$ cat config.mk
export PLATFORM = sky130hd
export DESIGN_NAME = pwm_servo_multi_flat
export DESIGN_NICKNAME = d
export VERILOG_FILES = /design/src/rtl/pwm_servo_pkg.sv /design/src/rtl/pwm_servo_multi_if.sv /design/src/rtl/pwm_servo_chan.sv /design/src/rtl/pwm_servo_multi.sv /design/src/flat_wrapper.sv
export SDC_FILE = /design/constraint.sdc
export NUM_CORES = 1
export LEC_CHECK = 0
export ABC_AREA = 1
export CAP_MARGIN = 30
export CORE_UTILIZATION = 55
export DETAILED_ROUTE_END_ITERATION = 7
export PLACE_DENSITY = 0.86
export REMOVE_ABC_BUFFERS = 1
export SLEW_MARGIN = 20
export SYNTH_ARGS = -nofsm -noshare
export SYNTH_HDL_FRONTEND = slang
export SYNTH_SLANG_ARGS = --single-unit
$ cat constraint.sdc
create_clock -name clk -period 10.75 [get_ports clk]
set_input_delay 1.6125 -clock clk [delete_from_list [all_inputs] [get_ports clk]]
set_output_delay 1.6125 -clock clk [all_outputs]
set_load 0.005 [all_outputs]
$ cat src/rtl/pwm_servo_pkg.sv
// rtl/pwm_servo_pkg.sv - shared constants, types and helpers for the multi-channel servo PWM
package pwm_servo_pkg;

    localparam int N_CH_DEF      = 4;
    localparam int W_DEF         = 32;
    localparam int RAMP_STEP_DEF = 16;

    // Channel-select width; a single channel still needs a 1-bit select port.
    function automatic int ch_width(input int n);
        return (n > 1) ? $clog2(n) : 1;
    endfunction

    typedef logic [ch_width(N_CH_DEF)-1:0] ch_idx_t;
    typedef logic [W_DEF-1:0]              count_t;

endpackage

$ cat src/rtl/pwm_servo_multi_if.sv
// rtl/pwm_servo_multi_if.sv - period/duty write port of the multi-channel servo PWM
interface pwm_servo_multi_if #(
    parameter int N_CH = pwm_servo_pkg::N_CH_DEF,
    parameter int W    = pwm_servo_pkg::W_DEF
);
    localparam int CH_W = pwm_servo_pkg::ch_width(N_CH);

    logic            period_wr;
    logic [W-1:0]    period_in;
    logic            duty_wr;
    logic [CH_W-1:0] duty_ch;
    logic [W-1:0]    duty_in;

    modport master (
        output period_wr, period_in, duty_wr, duty_ch, duty_in
    );

    modport slave (
        input period_wr, period_in, duty_wr, duty_ch, duty_in
    );

endinterface

$ cat src/rtl/pwm_servo_chan.sv
// rtl/pwm_servo_chan.sv - one PWM channel: duty shadow/active, optional ramp (SERVO_RAMP_EN), compare
module pwm_servo_chan #(
    parameter int W         = 32,
    parameter int RAMP_STEP = 16
) (
    input  logic         clk,
    input  logic         reset,
    input  logic         enable,
    input  logic         load,
    input  logic         wr,
    input  logic [W-1:0] duty_in,
    input  logic [W-1:0] cnt,
    input  logic         period_nz,
    output logic         pwm
);

`ifdef SERVO_RAMP_EN
    localparam bit RAMP = 1'b1;
`else
    localparam bit RAMP = 1'b0;
`endif

    localparam logic [W-1:0] STEP = W'(RAMP_STEP);

    logic [W-1:0] duty_sh;
    logic [W-1:0] duty_act;
    logic [W-1:0] duty_nxt;
    logic [W-1:0] duty_ramp;
    logic [W-1:0] duty_load;

    // A write in the load cycle bypasses the shadow so it lands at this boundary.
    assign duty_nxt = wr ? duty_in : duty_sh;

    always_comb begin
        duty_ramp = duty_nxt;
        if (duty_nxt > duty_act) begin
            if ((duty_nxt - duty_act) > STEP) duty_ramp = duty_act + STEP;
        end else begin
            if ((duty_act - duty_nxt) > STEP) duty_ramp = duty_act - STEP;
        end
    end

    // While stopped the active duty tracks the shadow directly so a restart is exact.
    assign duty_load = (RAMP && enable) ? duty_ramp : duty_nxt;

    always_ff @(posedge clk or posedge reset) begin
        if (reset) begin
            duty_sh  <= '0;
            duty_act <= '0;
            pwm      <= 1'b0;
        end else begin
            duty_sh <= duty_nxt;
            if (load) duty_act <= duty_load;
            pwm <= enable && period_nz && (cnt < duty_act);
        end
    end

endmodule

$ cat src/rtl/pwm_servo_multi.sv
// rtl/pwm_servo_multi.sv - N-channel servo PWM with shared period counter; SERVO_RAMP_EN enables duty ramping
module pwm_servo_multi
    import pwm_servo_pkg::*;
#(
    parameter int N_CH      = N_CH_DEF,
    parameter int W         = W_DEF,
    parameter int RAMP_STEP = RAMP_STEP_DEF
) (
    input  logic              clk,
    input  logic              reset,
    input  logic              enable,
    pwm_servo_multi_if.slave  bus,
    output logic [N_CH-1:0]   pwm,
    output logic              frame_tick
);

    localparam logic [W-1:0] ONE = W'(1);

    logic [W-1:0] cnt;
    logic [W-1:0] period_sh;
    logic [W-1:0] period_act;
    logic [W-1:0] period_nxt;
    logic         boundary;
    logic         load;
    logic         period_nz;

    assign period_nxt = bus.period_wr ? bus.period_in : period_sh;
    assign period_nz  = (period_act != '0);
    assign boundary   = enable && (!period_nz || (cnt == period_act - ONE));
    // Stopped: actives follow the shadows every cycle.
    assign load       = boundary || !enable;

    always_ff @(posedge clk or posedge reset) begin
        if (reset) begin
            cnt        <= '0;
            period_sh  <= '0;
            period_act <= '0;
            frame_tick <= 1'b0;
        end else begin
            period_sh  <= period_nxt;
            if (load) period_act <= period_nxt;
            if (!enable || boundary) cnt <= '0;
            else                     cnt <= cnt + ONE;
            frame_tick <= boundary;
        end
    end

    for (genvar i = 0; i < N_CH; i++) begin : g_ch
        logic wr_sel;
        assign wr_sel = bus.duty_wr && (int'(bus.duty_ch) == i);

        pwm_servo_chan #(
            .W         (W),
            .RAMP_STEP (RAMP_STEP)
        ) u_chan (
            .clk       (clk),
            .reset     (reset),
            .enable    (enable),
            .load      (load),
            .wr        (wr_sel),
            .duty_in   (bus.duty_in),
            .cnt       (cnt),
            .period_nz (period_nz),
            .pwm       (pwm[i])
        );
    end

endmodule

$ cat src/flat_wrapper.sv
// flat-port wrapper written by rule: the top's interface ports become plain ports
module pwm_servo_multi_flat import pwm_servo_pkg::*;
#(
    parameter int N_CH      = N_CH_DEF,
    parameter int W         = W_DEF,
    parameter int RAMP_STEP = RAMP_STEP_DEF
)
  (clk, reset, enable, pwm, frame_tick, bus_period_wr, bus_period_in, bus_duty_wr, bus_duty_ch, bus_duty_in);
  pwm_servo_multi_if #(.N_CH(N_CH), .W(W)) bus_i ();
  input  logic clk;
  input  logic reset;
  input  logic enable;
  output logic [N_CH-1:0] pwm;
  output logic frame_tick;
  input wire logic [$bits(bus_i.period_wr)-1:0] bus_period_wr;
  input wire logic [$bits(bus_i.period_in)-1:0] bus_period_in;
  input wire logic [$bits(bus_i.duty_wr)-1:0] bus_duty_wr;
  input wire logic [$bits(bus_i.duty_ch)-1:0] bus_duty_ch;
  input wire logic [$bits(bus_i.duty_in)-1:0] bus_duty_in;
  assign bus_i.period_wr = bus_period_wr;
  assign bus_i.period_in = bus_period_in;
  assign bus_i.duty_wr = bus_duty_wr;
  assign bus_i.duty_ch = bus_duty_ch;
  assign bus_i.duty_in = bus_duty_in;
  pwm_servo_multi #(.N_CH(N_CH), .W(W), .RAMP_STEP(RAMP_STEP)) u_core (.clk(clk), .reset(reset), .enable(enable), .bus(bus_i), .pwm(pwm), .frame_tick(frame_tick));
endmodule
==> results.txt, run 1 <==
- The routed design could run at a clock period as short as 4.33 ns.
* GRT Resource Usage Total: 26.6%
- Max frequency: 231 MHz
* Synth Cell Area: 18300 um^2
- In this run the post-CTS setup repair buffer count came out at 0.
* Arrival @ worst endpoint: 4.79 ns
* Required time at the worst-slack endpoint: 11.21 ns
- Entering global routing, the biggest net connects 126 pins.
* Ports: 76
- Ranked by total cell area, the synthesized netlist is headed by sky130_fd_sc_hd__dfrtp_1 49%, sky130_fd_sc_hd__nand2_1 13%, sky130_fd_sc_hd__ha_1 8.7%.
- For this configuration, the core starts out at a cell density of 56.1%.
- Sequential cells were found to cover 48.8% of the synthesized design area.
- For this run, the number of Yosys warnings is 0.
- In this run the biggest area consumer among cell types represents 48.8% of the synthesized area.
- The path class of the tightest hold or removal check is reg -> reg.
- The count of endpoints failing hold in the final timing report was 0.
* HPWL reported at the end of detailed placement: 28900 um
- Among all cell types in the netlist, the one instantiated most often is sky130_fd_sc_hd__nand2_1.
* Tightest Pin Transition: 0.983 ns
- Post-Place Cell Area: 19300 um^2
- Hold is met by 0.487 ns.
* Number of clock sinks: 357
- The number of max-slew violations in the final report was 0.
* DR DRC count: 0
* Die Span X: 184 um
* Overall die area: 34000 um^2
* Via count of the first global-routing pass: 15000
- Kind of start point of the critical path: flop
- Synth Instances: 2178
* Synth-to-layout area growth: 12.9%
- The initial antenna violation count was 0.
- The region available for standard cell placement spans 32600 um^2.
* Setup slack of the most critical reg-to-reg path: 6.42 ns
- TritonCTS built the clock tree.
* Final instance area: 20700 um^2
- Skew-Pair Late Insertion Delay: 0.53 ns
- STA classifies the critical path endpoint as a flop.
- Cts bufs inserted: 36
- Most area-hungry cell type in the Yosys netlist: sky130_fd_sc_hd__dfrtp_1
- Cell chosen for the clock root: sky130_fd_sc_hd__clkbuf_16
- Number of search-and-repair iterations in the first detailed-routing pass: 7
- Post-CTS clock slew at the launch and capture registers of the worst setup and hold paths: 0.07 ns
* Leak Pwr: 10.5 nW
* Placement row count: 66
- IR analysis of the VDD net gives a maximum drop of 106 uV.
- Post-synth EDFFs: 0
- Cells fill 63.4% of the core in the end.
- The post-route netlist has 5.54% of its cells at a drive strength greater than 1.
- Period utilization: 40.3%
- Final wirelength: 43900 um
- Average detailed-routed wire length per instance: 16.4 um
- After the first detailed-routing iteration, the DRC count stood at 1409.
- The clock tree synthesis step divided the H-tree into 2 levels.
- In this run the tightest slew margin relative to its limit is 34.5%.
- The number of antenna diodes in the final layout is 0.
- Setup violations remaining at the end of the flow were counted as 0.
- Setup total negative slack on the finished layout was measured at 0 ns.
- Worst-path fanout max: 118
* Residual antenna-violating net count after detailed routing: 0
- Counting distinct cell types in the post-synthesis netlist gives 30.
* Height of the chip: 184 um
* Number of I/O port buffers: 75
* Synth async-reset ratio: 100%
* Buffer levels on the longest clock path: 3
- Number of storage elements in the synthesis netlist: 357
- For this run the aggregate overflow at the end of global routing stands at 0.
- Hold repair after CTS inserted 0 buffers.
- Setup repair after global routing missed its margin: false
- Clock skew on the completed layout was measured at 0.0162 ns.
- The final layout contains 2415 nets.
* Most used DFF post-synth: sky130_fd_sc_hd__dfrtp_1
- Status: complete, no violations
- After synthesis, the mean cell area works out to 8.41 um^2.
* Post-cts resize count: 0
- Last weighted congestion value of the routability-driven placer: 0.908
- Critical Setup Path Class: reg -> reg
- The routed layout has 14800 vias.
- Using the TritonRoute via totals, the vias-per-cell ratio works out to 5.53.
* Power per unit of standard cell area: 171 nW/um^2
* Maxcap violations: 0
* First-pass GRT wire length: 72900 um
* Most instantiated cells after synthesis: 631 x sky130_fd_sc_hd__nand2_1, 357 x sky130_fd_sc_hd__dfrtp_1, 237 x sky130_fd_sc_hd__inv_1
## through the flow
step | setup slack (ns) | total power (W) | instances
2_1_floorplan | -0.768 | 0.00200 | 2089
3_3_place_gp | 6.40 | 0.00214 | 2617
3_5_place_dp | 6.28 | 0.00217 | 2618
4_1_cts | 6.46 | 0.00354 | 2679
5_1_grt | 6.03 | 0.00370 | 2682
6_report | 6.42 | 0.00353 | 2682
## final cells by class
cell class | count | area (um^2)
sequential | 357 | 8930
multi-input combinational | 1495 | 8070
inverter | 237 | 897
timing repair buffer | 90 | 940
clock buffer | 44 | 1010
clock inverter | 17 | 269
fill | 2563 | 11900
tap | 442 | 553
## worst max-delay path: stages (launching register included)
cell	delay, ns
sky130_fd_sc_hd__dfrtp_1	0.41
sky130_fd_sc_hd__inv_1	0.19
sky130_fd_sc_hd__ha_1	0.24
sky130_fd_sc_hd__nand2_2	0.13
sky130_fd_sc_hd__nor2_4	0.26
sky130_fd_sc_hd__nand2_2	0.16
sky130_fd_sc_hd__nor2_1	0.13
sky130_fd_sc_hd__nand2_1	0.07
sky130_fd_sc_hd__nand3_1	0.09
sky130_fd_sc_hd__nand2_1	0.06
sky130_fd_sc_hd__nor2_1	0.10
sky130_fd_sc_hd__nand2_1	0.07
sky130_fd_sc_hd__nor2_1	0.18
sky130_fd_sc_hd__nand3_4	0.69
sky130_fd_sc_hd__nand2_8	0.70
sky130_fd_sc_hd__buf_16	0.42
sky130_fd_sc_hd__nand2_1	0.15
sky130_fd_sc_hd__nand2_1	0.11
## kinds of logic (layout without fill, tap and decap cells)
logic type / after synthesis / in the layout / share of synthesized area, %
buffers and inverters: 326 / 388 / 7.42
AO/OA/AOI/OAI: 247 / 247 / 7.09
multiplexers: 32 / 32 / 1.97
adder cells (fa/ha/maj): 127 / 127 / 8.68
flip-flops: 357 / 357 / 48.8
AND/OR/NAND/NOR: 1028 / 1028 / 23.1
XOR/XNOR: 61 / 61 / 2.92
## layout by cell type, fill, tap and decap left out, types with 10 or more instances in the layout
cell	Yosys	layout
sky130_fd_sc_hd__nand3_1	212	207
sky130_fd_sc_hd__a21oi_1	64	64
sky130_fd_sc_hd__inv_1	237	236
sky130_fd_sc_hd__xor2_1	43	43
sky130_fd_sc_hd__clkdlybuf4s50_1	0	75
sky130_fd_sc_hd__ha_1	127	127
sky130_fd_sc_hd__nand2_1	631	631
sky130_fd_sc_hd__nand4_1	17	17
sky130_fd_sc_hd__xnor2_1	18	18
sky130_fd_sc_hd__nor2_1	134	133
sky130_fd_sc_hd__buf_4	11	10
sky130_fd_sc_hd__clkbuf_16	0	37
sky130_fd_sc_hd__mux2_2	32	32
sky130_fd_sc_hd__o21ai_0	157	157
sky130_fd_sc_hd__dfrtp_1	357	357
sky130_fd_sc_hd__nor3_1	16	16
## sequential cells by signal, summed over array words and instances, names as in the netlist
signal / cells
u_core.cnt: 32
u_core.g_ch.u_chan.duty_sh: 128
u_core.period_act: 32
u_core.g_ch.u_chan.duty_act: 128
u_core.g_ch.u_chan.pwm: 4
u_core.frame_tick: 1
u_core.period_sh: 32
## power breakdown
group	internal [W]	total, W	switching (W)
clock network	0.000819	0.00136	0.000542
registers	0.00152	0.00162	0.0000977
logic	0.000204	0.000545	0.000341
## worst paths after layout
check,startpoint,endpoint,depth (start not counted)
max,u_core.period_act[0],u_core.g_ch[2].u_chan.duty_act[31],17
min,u_core.cnt[0],u_core.cnt[0],1
max reg2reg,u_core.period_act[0],u_core.g_ch[2].u_chan.duty_act[31],17
min reg2reg,u_core.cnt[0],u_core.cnt[0],1
max in group asynchronous,reset,u_core.g_ch[0].u_chan.duty_sh[11],4
min in group asynchronous,reset,u_core.period_act[26],2
## metal layers
layer / global-route usage, % / vias to the layer above / routed length [um]
li1: - / 7076 / -
met1: 35.2 / 7163 / 19300
met2: 44.4 / 479 / 20900
met3: 3.89 / 111 / 2330
met4: 10.1 / 0 / 1380
met5: 0 / - / 0
(Power assumes the default switching activity.)
==> run 2, diff against run 1 <==
--- a/config.mk
+++ b/config.mk
@@ -9,7 +9,7 @@
 export CAP_MARGIN = 30
 export CORE_UTILIZATION = 55
 export DETAILED_ROUTE_END_ITERATION = 7
-export PLACE_DENSITY = 0.86
+export PLACE_DENSITY = 0.83
 export REMOVE_ABC_BUFFERS = 1
 export SLEW_MARGIN = 20
 export SYNTH_ARGS = -nofsm -noshare
==> constraint.sdc (replaced) <==
create_clock -name clk -period 4.25 [get_ports clk]
set_input_delay 0.6375 -clock clk [delete_from_list [all_inputs] [get_ports clk]]
set_output_delay 0.6375 -clock clk [all_outputs]
set_load 0.005 [all_outputs]
==> results.txt, run 2 (same netlist as run 1, synthesis figures left out) <==
- Arrival @ worst endpoint: 4.34 ns
- Cells fill 63.0% of the core in the end.
- DR DRC count: 0
- Routed via count: 14800
- For this configuration, the core starts out at a cell density of 56.1%.
* Largest net degree at the start of global routing: 98
- 1st-iter DRT viols: 1168
* Critical Setup Path Class: reg -> reg
* Post-cts resize count: 0
- The congestion estimate from routability-driven global placement came to 0.958.
- Critical Path End Type: flop
- Synth-to-layout area growth: 12.3%
* Post-CTS clock slew at the launch and capture registers of the worst setup and hold paths: 0.06 ns
- Grt ovf: 0
- Leaving out fill and tap cells, the most frequent cells in the layout are 631 x sky130_fd_sc_hd__nand2_1, 357 x sky130_fd_sc_hd__dfrtp_1, 236 x sky130_fd_sc_hd__inv_1.
- In this run switching power makes up 28.5% of total power.
* Internal power consumption: 0.00613 W
* Power per unit of standard cell area: 417 nW/um^2
- The floorplan step defined a die boundary enclosing 34000 um^2.
- Along the worst path, the maximum fanout reaches 88.
- Per report_power, the combinational group accounts for 16.0% of the total.
- Worst max-slew margin expressed relative to the limit: 37.6%
* Most common cell after layout, fill and taps aside: sky130_fd_sc_hd__nand2_1
- The share of total power dissipated in the clock network is 36.1%.
- Number of I/O port buffers: 75
- Cts bufs inserted: 36
* Buffer levels on the longest clock path: 3
* Average detailed-routed wire length per instance: 16.3 um
* Residual antenna-violating net count after detailed routing: 0
- The design draws 0.00857 W.
* TritonCTS clock tree: yes
- The clock reaches the later pin of the worst-skew pair after 0.53 ns.
* Ports: 76
- Final wirelength: 43700 um
- For this design the total switching power over the nets is 0.00244 W.
* Setup repair after global routing missed its margin: false
- From left edge to right edge, the die measures 184 um.
- The initial antenna violation count came to 0.
* Kind of start point of the critical path: flop
- Fraction of power consumed by sequential logic: 47.9%
* NumNets Final: 2418
- Status: complete, no violations
- The count of endpoints failing hold in the final timing report is 0.
- Number of antenna cells inserted: 0
* Period utilization: 91.4%
- The floorplan has 66 rows.
* Share of final-layout standard cells stronger than drive strength 1: 5.35%
* Leak Pwr: 10.4 nW
- Peak ir drop on the vdd network: 209 uV
- Number of pins exceeding their max-slew limit in the final report: 0
- In the global route stage, overall resource usage came out at 26.8%.
- The worst path in the final design needs a cycle of 3.88 ns, including I/O delays and setup.
- Number of clock sinks: 357
- Number of vias per cell after detailed routing: 5.49
- Post-CTS Setup Bufs: 0
- For the final database, setup skew stands at 0.0132 ns.
- The floorplan step defined a core boundary enclosing 32600 um^2.
* Max frequency: 258 MHz
- The floorplan step set the die height to 184 um.
- Maxcap violations: 0
- Registers with the most flip-flops: u_core.g_ch.u_chan.duty_act: 128 flops, u_core.g_ch.u_chan.duty_sh: 128 flops
- The min-delay analysis places its worst path in the category reg -> reg.
- Summed over all nets, the half-perimeter wirelength after detailed placement is 30000 um.
- At the pin with the least slew margin, the transition time is 0.936 ns.
* Cell chosen for the clock root: sky130_fd_sc_hd__clkbuf_16
- Setup violations remaining at the end of the flow were counted as 0.
* Required time at the worst-slack endpoint: 4.71 ns
- The H-tree was split into 2 levels.
* Via count of the first global-routing pass: 14800
- After clock tree synthesis, the flow added hold-fix buffers numbering 0.
- Number of search-and-repair iterations in the first detailed-routing pass: 5
- First-pass GRT wire length: 73500 um
[run 2: changes by cell type in the layout (fill, tap and decap cells not counted), moves of 3 or more]
cell                         before  now
sky130_fd_sc_hd__clkbuf_1         1    8
sky130_fd_sc_hd__buf_16           3    0
sky130_fd_sc_hd__clkinv_2         0    5
sky130_fd_sc_hd__buf_12           1    7
sky130_fd_sc_hd__bufinv_16        6    1
sky130_fd_sc_hd__clkinvlp_4       6    1
[run 2: power groups by stage]
| stage | combinational [W] | sequential (W) | clock [W] |
|---|---|---|---|
| 3_3_place_gp | 0.00128 | 0.00414 | 0 |
| 6_report | 0.00137 | 0.00411 | 0.00309 |
| 3_5_place_dp | 0.00135 | 0.00415 | 0 |
| 5_1_grt | 0.00158 | 0.00415 | 0.00327 |
| 2_1_floorplan | 0.000976 | 0.00408 | 0 |
| 4_1_cts | 0.00137 | 0.00410 | 0.00313 |
[run 2: worst paths after layout]
kind                                            from                                 end  slack, ns  cells after the start
worst max-delay path            u_core.period_act[0]  u_core.g_ch[1].u_chan.duty_act[18]       0.37                     16
worst min-delay path            u_core.period_sh[14]                u_core.period_sh[14]       0.50                      1
worst max register to register  u_core.period_act[0]  u_core.g_ch[1].u_chan.duty_act[18]       0.37                     16
worst min register to register  u_core.period_sh[14]                u_core.period_sh[14]       0.50                      1
max in group asynchronous                      reset  u_core.g_ch[3].u_chan.duty_act[12]       2.76                      3
min in group asynchronous                      reset                u_core.period_sh[18]       0.65                      2
[run 2: through the flow]
stage	worst slack (ns)	area, um^2	instances	TNS (ns)	hold slack [ns]
detailed placement	0.428	19400	2623	0	0.484
global placement	0.561	19400	2623	0	0.476
global route	0.00629	20600	2685	0	0.507
floorplan	-6.29	17800	2089	-3352.55	0.454
CTS	0.393	20500	2684	0	0.500
finish	0.367	20600	2685	0	0.498
[run 2: metal layers]
| layer | vias to the layer above | routed length [um] | track usage (%) |
|---|---|---|---|
| li1 | 7099 | - | - |
| met1 | 7124 | 19600 | 37.3 |
| met2 | 442 | 20800 | 43.8 |
| met3 | 87 | 2180 | 3.30 |
| met4 | 0 | 1170 | 8.27 |
| met5 | - | 0 | 0 |
[run 2: final cells by class]
type | count | area (um^2)
clock inverters | 11 | 103
repair buffers | 93 | 973
fillers | 2636 | 12100
multi-input cells | 1495 | 8070
clock buffers | 50 | 1020
flip-flops and latches | 357 | 8930
inverters | 237 | 897
well taps | 442 | 553
[run 2: critical path, stage by stage (launching register included)]
cell	delay (ns)
sky130_fd_sc_hd__dfrtp_1	0.40
sky130_fd_sc_hd__inv_1	0.17
sky130_fd_sc_hd__ha_1	0.25
sky130_fd_sc_hd__nand2_2	0.13
sky130_fd_sc_hd__nor2_4	0.24
sky130_fd_sc_hd__nand2_2	0.12
sky130_fd_sc_hd__o21ai_1	0.26
sky130_fd_sc_hd__nand3_1	0.11
sky130_fd_sc_hd__nand2_1	0.07
sky130_fd_sc_hd__nor2_1	0.04
sky130_fd_sc_hd__nand2_1	0.06
sky130_fd_sc_hd__nor2_1	0.06
sky130_fd_sc_hd__nand3_4	0.09
sky130_fd_sc_hd__buf_4	0.60
sky130_fd_sc_hd__buf_4	0.80
sky130_fd_sc_hd__nand3_1	0.18
sky130_fd_sc_hd__nand2_1	0.13
==> run 3, diff against run 2 <==
--- a/config.mk
+++ b/config.mk
@@ -7,9 +7,9 @@
 export LEC_CHECK = 0
 export ABC_AREA = 1
 export CAP_MARGIN = 30
-export CORE_UTILIZATION = 55
+export CORE_UTILIZATION = 57
 export DETAILED_ROUTE_END_ITERATION = 7
-export PLACE_DENSITY = 0.83
+export PLACE_DENSITY = 0.86
 export REMOVE_ABC_BUFFERS = 1
 export SLEW_MARGIN = 20
 export SYNTH_ARGS = -nofsm -noshare
==> results.txt, run 3 (same netlist as run 1, synthesis figures left out) <==
* Buffer levels on the longest clock path: 3
- In this run the tool buffered the top-level ports with 75 buffer cells.
* Placement row count: 65
- Antenna violations before repair: 0
- The initial utilization of the core area, before any placement, comes to 58.0%.
- Critical Path End Type: flop
* Residual antenna-violating net count after detailed routing: 0
- Worst hold path depth: 1
- Dividing the detail-routed wire length by the instance count gives 16.5 um.
- For the final routed database, the setup TNS stands at 0 ns.
* Post-CTS clock slew at the launch and capture registers of the worst setup and hold paths: 0.07 ns
* Number of search-and-repair iterations in the first detailed-routing pass: 6
* CTS Hold Bufs: 0
- Number of clock sinks: 357
- Overall die area: 32800 um^2
* Internal power consumption: 0.00656 W
- Post-CTS repair changed the size of 0 cells.
- Dividing total power by cell area gives a power density of 435 nW/um^2.
- After layout, the worst path uses 75.9% of the clock period.
- The worst hold path belongs to the class reg -> reg.
- 1st-iter DRT viols: 1123
- Grt ovf: 0
- Final wirelength: 43700 um
- Height of the chip: 181 um
- The number of antenna diodes in the final layout is 0.
- The worst hold path terminates at u_core.cnt[0].
- Using the TritonRoute via totals, the vias-per-cell ratio works out to 5.53.
* Critical Setup Path Class: reg -> reg
- With fillers left out, the area of the finished cells amounts to 20700 um^2.
- Via count of the first global-routing pass: 15100
* Worst-path fanout max: 76
- At the end of routability-driven placement, the weighted congestion stood at 0.916.
* Arrival @ worst endpoint: 3.68 ns
- The first global-routing pass estimated 73500 um of wire.
* Worst-case clock skew: 0.0258 ns
- In this run the standard cell core region covers 31600 um^2.
* Skew-Pair Late Insertion Delay: 0.54 ns
- For the pin with the worst max-slew slack, the measured transition is 0.952 ns.
- TritonCTS clock tree: yes
* Leak Pwr: 10.5 nW
* Ports: 76
- The flow ran to the end, and the final reports show no timing, DRC or antenna violations.
* DR DRC count: 0
- Peak ir drop on the vdd network: 220 uV
- Setup slack on the worst reg-to-reg path comes out at 1.02 ns.
* Required time at the worst-slack endpoint: 4.71 ns
- GRT Resource Usage Total: 27.4%
- The worst register-to-register path has a depth of 17.
- Net Sw Power: 0.00247 W
- Power Total: 0.00903 W
* Leading cell types in the layout, fill and taps excluded: 631 x sky130_fd_sc_hd__nand2_1, 357 x sky130_fd_sc_hd__dfrtp_1, 236 x sky130_fd_sc_hd__inv_1
- Combinational cell fraction of total power: 15.3%
- The post-route netlist has 5.78% of its cells at a drive strength greater than 1.
- Kind of start point of the critical path: flop
* Registers with the most flip-flops: u_core.g_ch.u_chan.duty_act: 128 flops, u_core.g_ch.u_chan.duty_sh: 128 flops
- Final min period: 3.23 ns
- The count of endpoints failing hold in the final timing report came to 0.
- Buffers added to address setup during post-CTS repair amount to 0.
- Worst max-slew margin expressed relative to the limit: 36.5%
* Worst slack at placement: 1.05 ns
- Max-cap violations in this run came to 0.
- Worst min-delay path startpoint: u_core.cnt[0]
- The number of max-slew violations in the final report came to 0.
* NumNets Final: 2420
* R2r startpoint: u_core.period_act[0]
* Max frequency: 310 MHz
* Worst flop-to-flop path endpoint: u_core.g_ch[1].u_chan.duty_act[24]
- Most common cell after layout, fill and taps aside: sky130_fd_sc_hd__nand2_1
* Fraction of power consumed by sequential logic: 45.4%
- The clock network is responsible for 39.3% of the overall power.
- Detailed routing inserted a total of 14700 vias.
- The filler cells instantiated in the layout total 2423.
- H-tree levels: 2
- Cell chosen for the clock root: sky130_fd_sc_hd__clkbuf_16
* Number of failing setup endpoints in the final timing report: 0
- In this run switching power makes up 27.3% of total power.
- After detailed placement, the total cell area comes to 19400 um^2.
- Summed over all nets, the half-perimeter wirelength after detailed placement is 29700 um.
- The worst path meets setup with 1.02 ns of slack.
- Cts bufs inserted: 36
* Largest net degree at the start of global routing: 126
- Compared with the post-synthesis result, the final layout area differs by 13.3%.
- Setup repair after global routing left no endpoint under its margin.
- The die is 181 um wide.
[run 3: cell count changes in the layout (fill, tap and decap cells not counted), sizes merged]
| cell | before | now |
|---|---|---|
| inv | 241 | 239 |
| clkinvlp | 1 | 2 |
| bufinv | 1 | 6 |
| buf | 18 | 20 |
| clkbuf | 50 | 53 |
| clkinv | 5 | 3 |
[run 3: worst max-delay path by stage]
stage | from | endpoint | slack [ns] | depth (start not counted)
floorplan | reset | u_core.cnt[0] | -6.29 | 1
global placement | u_core.period_act[0] | u_core.g_ch[0].u_chan.duty_act[26] | 1.18 | 17
detailed placement | u_core.period_act[0] | u_core.g_ch[3].u_chan.duty_act[30] | 1.05 | 17
CTS | u_core.period_act[0] | u_core.g_ch[2].u_chan.duty_act[27] | 1.01 | 17
global route | u_core.period_act[0] | u_core.g_ch[0].u_chan.duty_act[30] | 0.69 | 17
finish | u_core.period_act[0] | u_core.g_ch[1].u_chan.duty_act[24] | 1.02 | 17
[run 3: power groups by stage]
| stage | logic [W] | registers [W] | clock network, W |
|---|---|---|---|
| floorplan | 0.000976 | 0.00408 | 0 |
| global placement | 0.00129 | 0.00413 | 0 |
| detailed placement | 0.00135 | 0.00415 | 0 |
| CTS | 0.00138 | 0.00410 | 0.00359 |
| global route | 0.00159 | 0.00415 | 0.00373 |
| finish | 0.00138 | 0.00410 | 0.00355 |
[run 3: cell type report]
| cell class | count | area (um^2) | share of cell area [%] |
|---|---|---|---|
| clock buffer | 53 | 1110 | 5.34 |
| clock inverter | 13 | 243 | 1.17 |
| inverter | 237 | 897 | 4.33 |
| multi-input combinational | 1495 | 8070 | 38.9 |
| sequential | 357 | 8930 | 43.1 |
| tap | 402 | 503 | 2.43 |
| timing repair buffer | 95 | 983 | 4.74 |
[run 3: stage by stage]
step	std cells	utilization (%)	hold WS, ns
6_report	2652	65.7	0.491
5_1_grt	2652	65.7	0.520
4_1_cts	2651	65.6	0.488
3_5_place_dp	2585	61.4	0.479
3_3_place_gp	2585	61.4	0.476
2_1_floorplan	2089	-	0.454
[run 3: per-layer routing]
layer / routed length [um] / part of all wire [%] / GRT usage, % / vias up
li1: - / - / - / 7098
met3: 2430 / 5.6 / 3.75 / 88
met5: 0 / 0 / 0 / -
met4: 1090 / 2.5 / 9.22 / 0
met1: 19300 / 44 / 37.2 / 7030
met2: 20900 / 48 / 45.3 / 451
[run 3: worst max-delay path, cell delays in order (launching register included)]
cell and delay, ns:
sky130_fd_sc_hd__dfrtp_1 0.40, sky130_fd_sc_hd__inv_1 0.17, sky130_fd_sc_hd__ha_1 0.24, sky130_fd_sc_hd__nand2_2 0.12
sky130_fd_sc_hd__nor2_4 0.22, sky130_fd_sc_hd__nand2_2 0.12, sky130_fd_sc_hd__o21ai_1 0.23, sky130_fd_sc_hd__nand2_1 0.08
sky130_fd_sc_hd__nand2_1 0.06, sky130_fd_sc_hd__nand2_1 0.06, sky130_fd_sc_hd__nor2_1 0.10, sky130_fd_sc_hd__nand2_1 0.07
sky130_fd_sc_hd__nor2_1 0.19, sky130_fd_sc_hd__nand3_4 0.14, sky130_fd_sc_hd__nand2_8 0.39, sky130_fd_sc_hd__buf_4 0.35
sky130_fd_sc_hd__nand2_1 0.09, sky130_fd_sc_hd__nand2_1 0.07
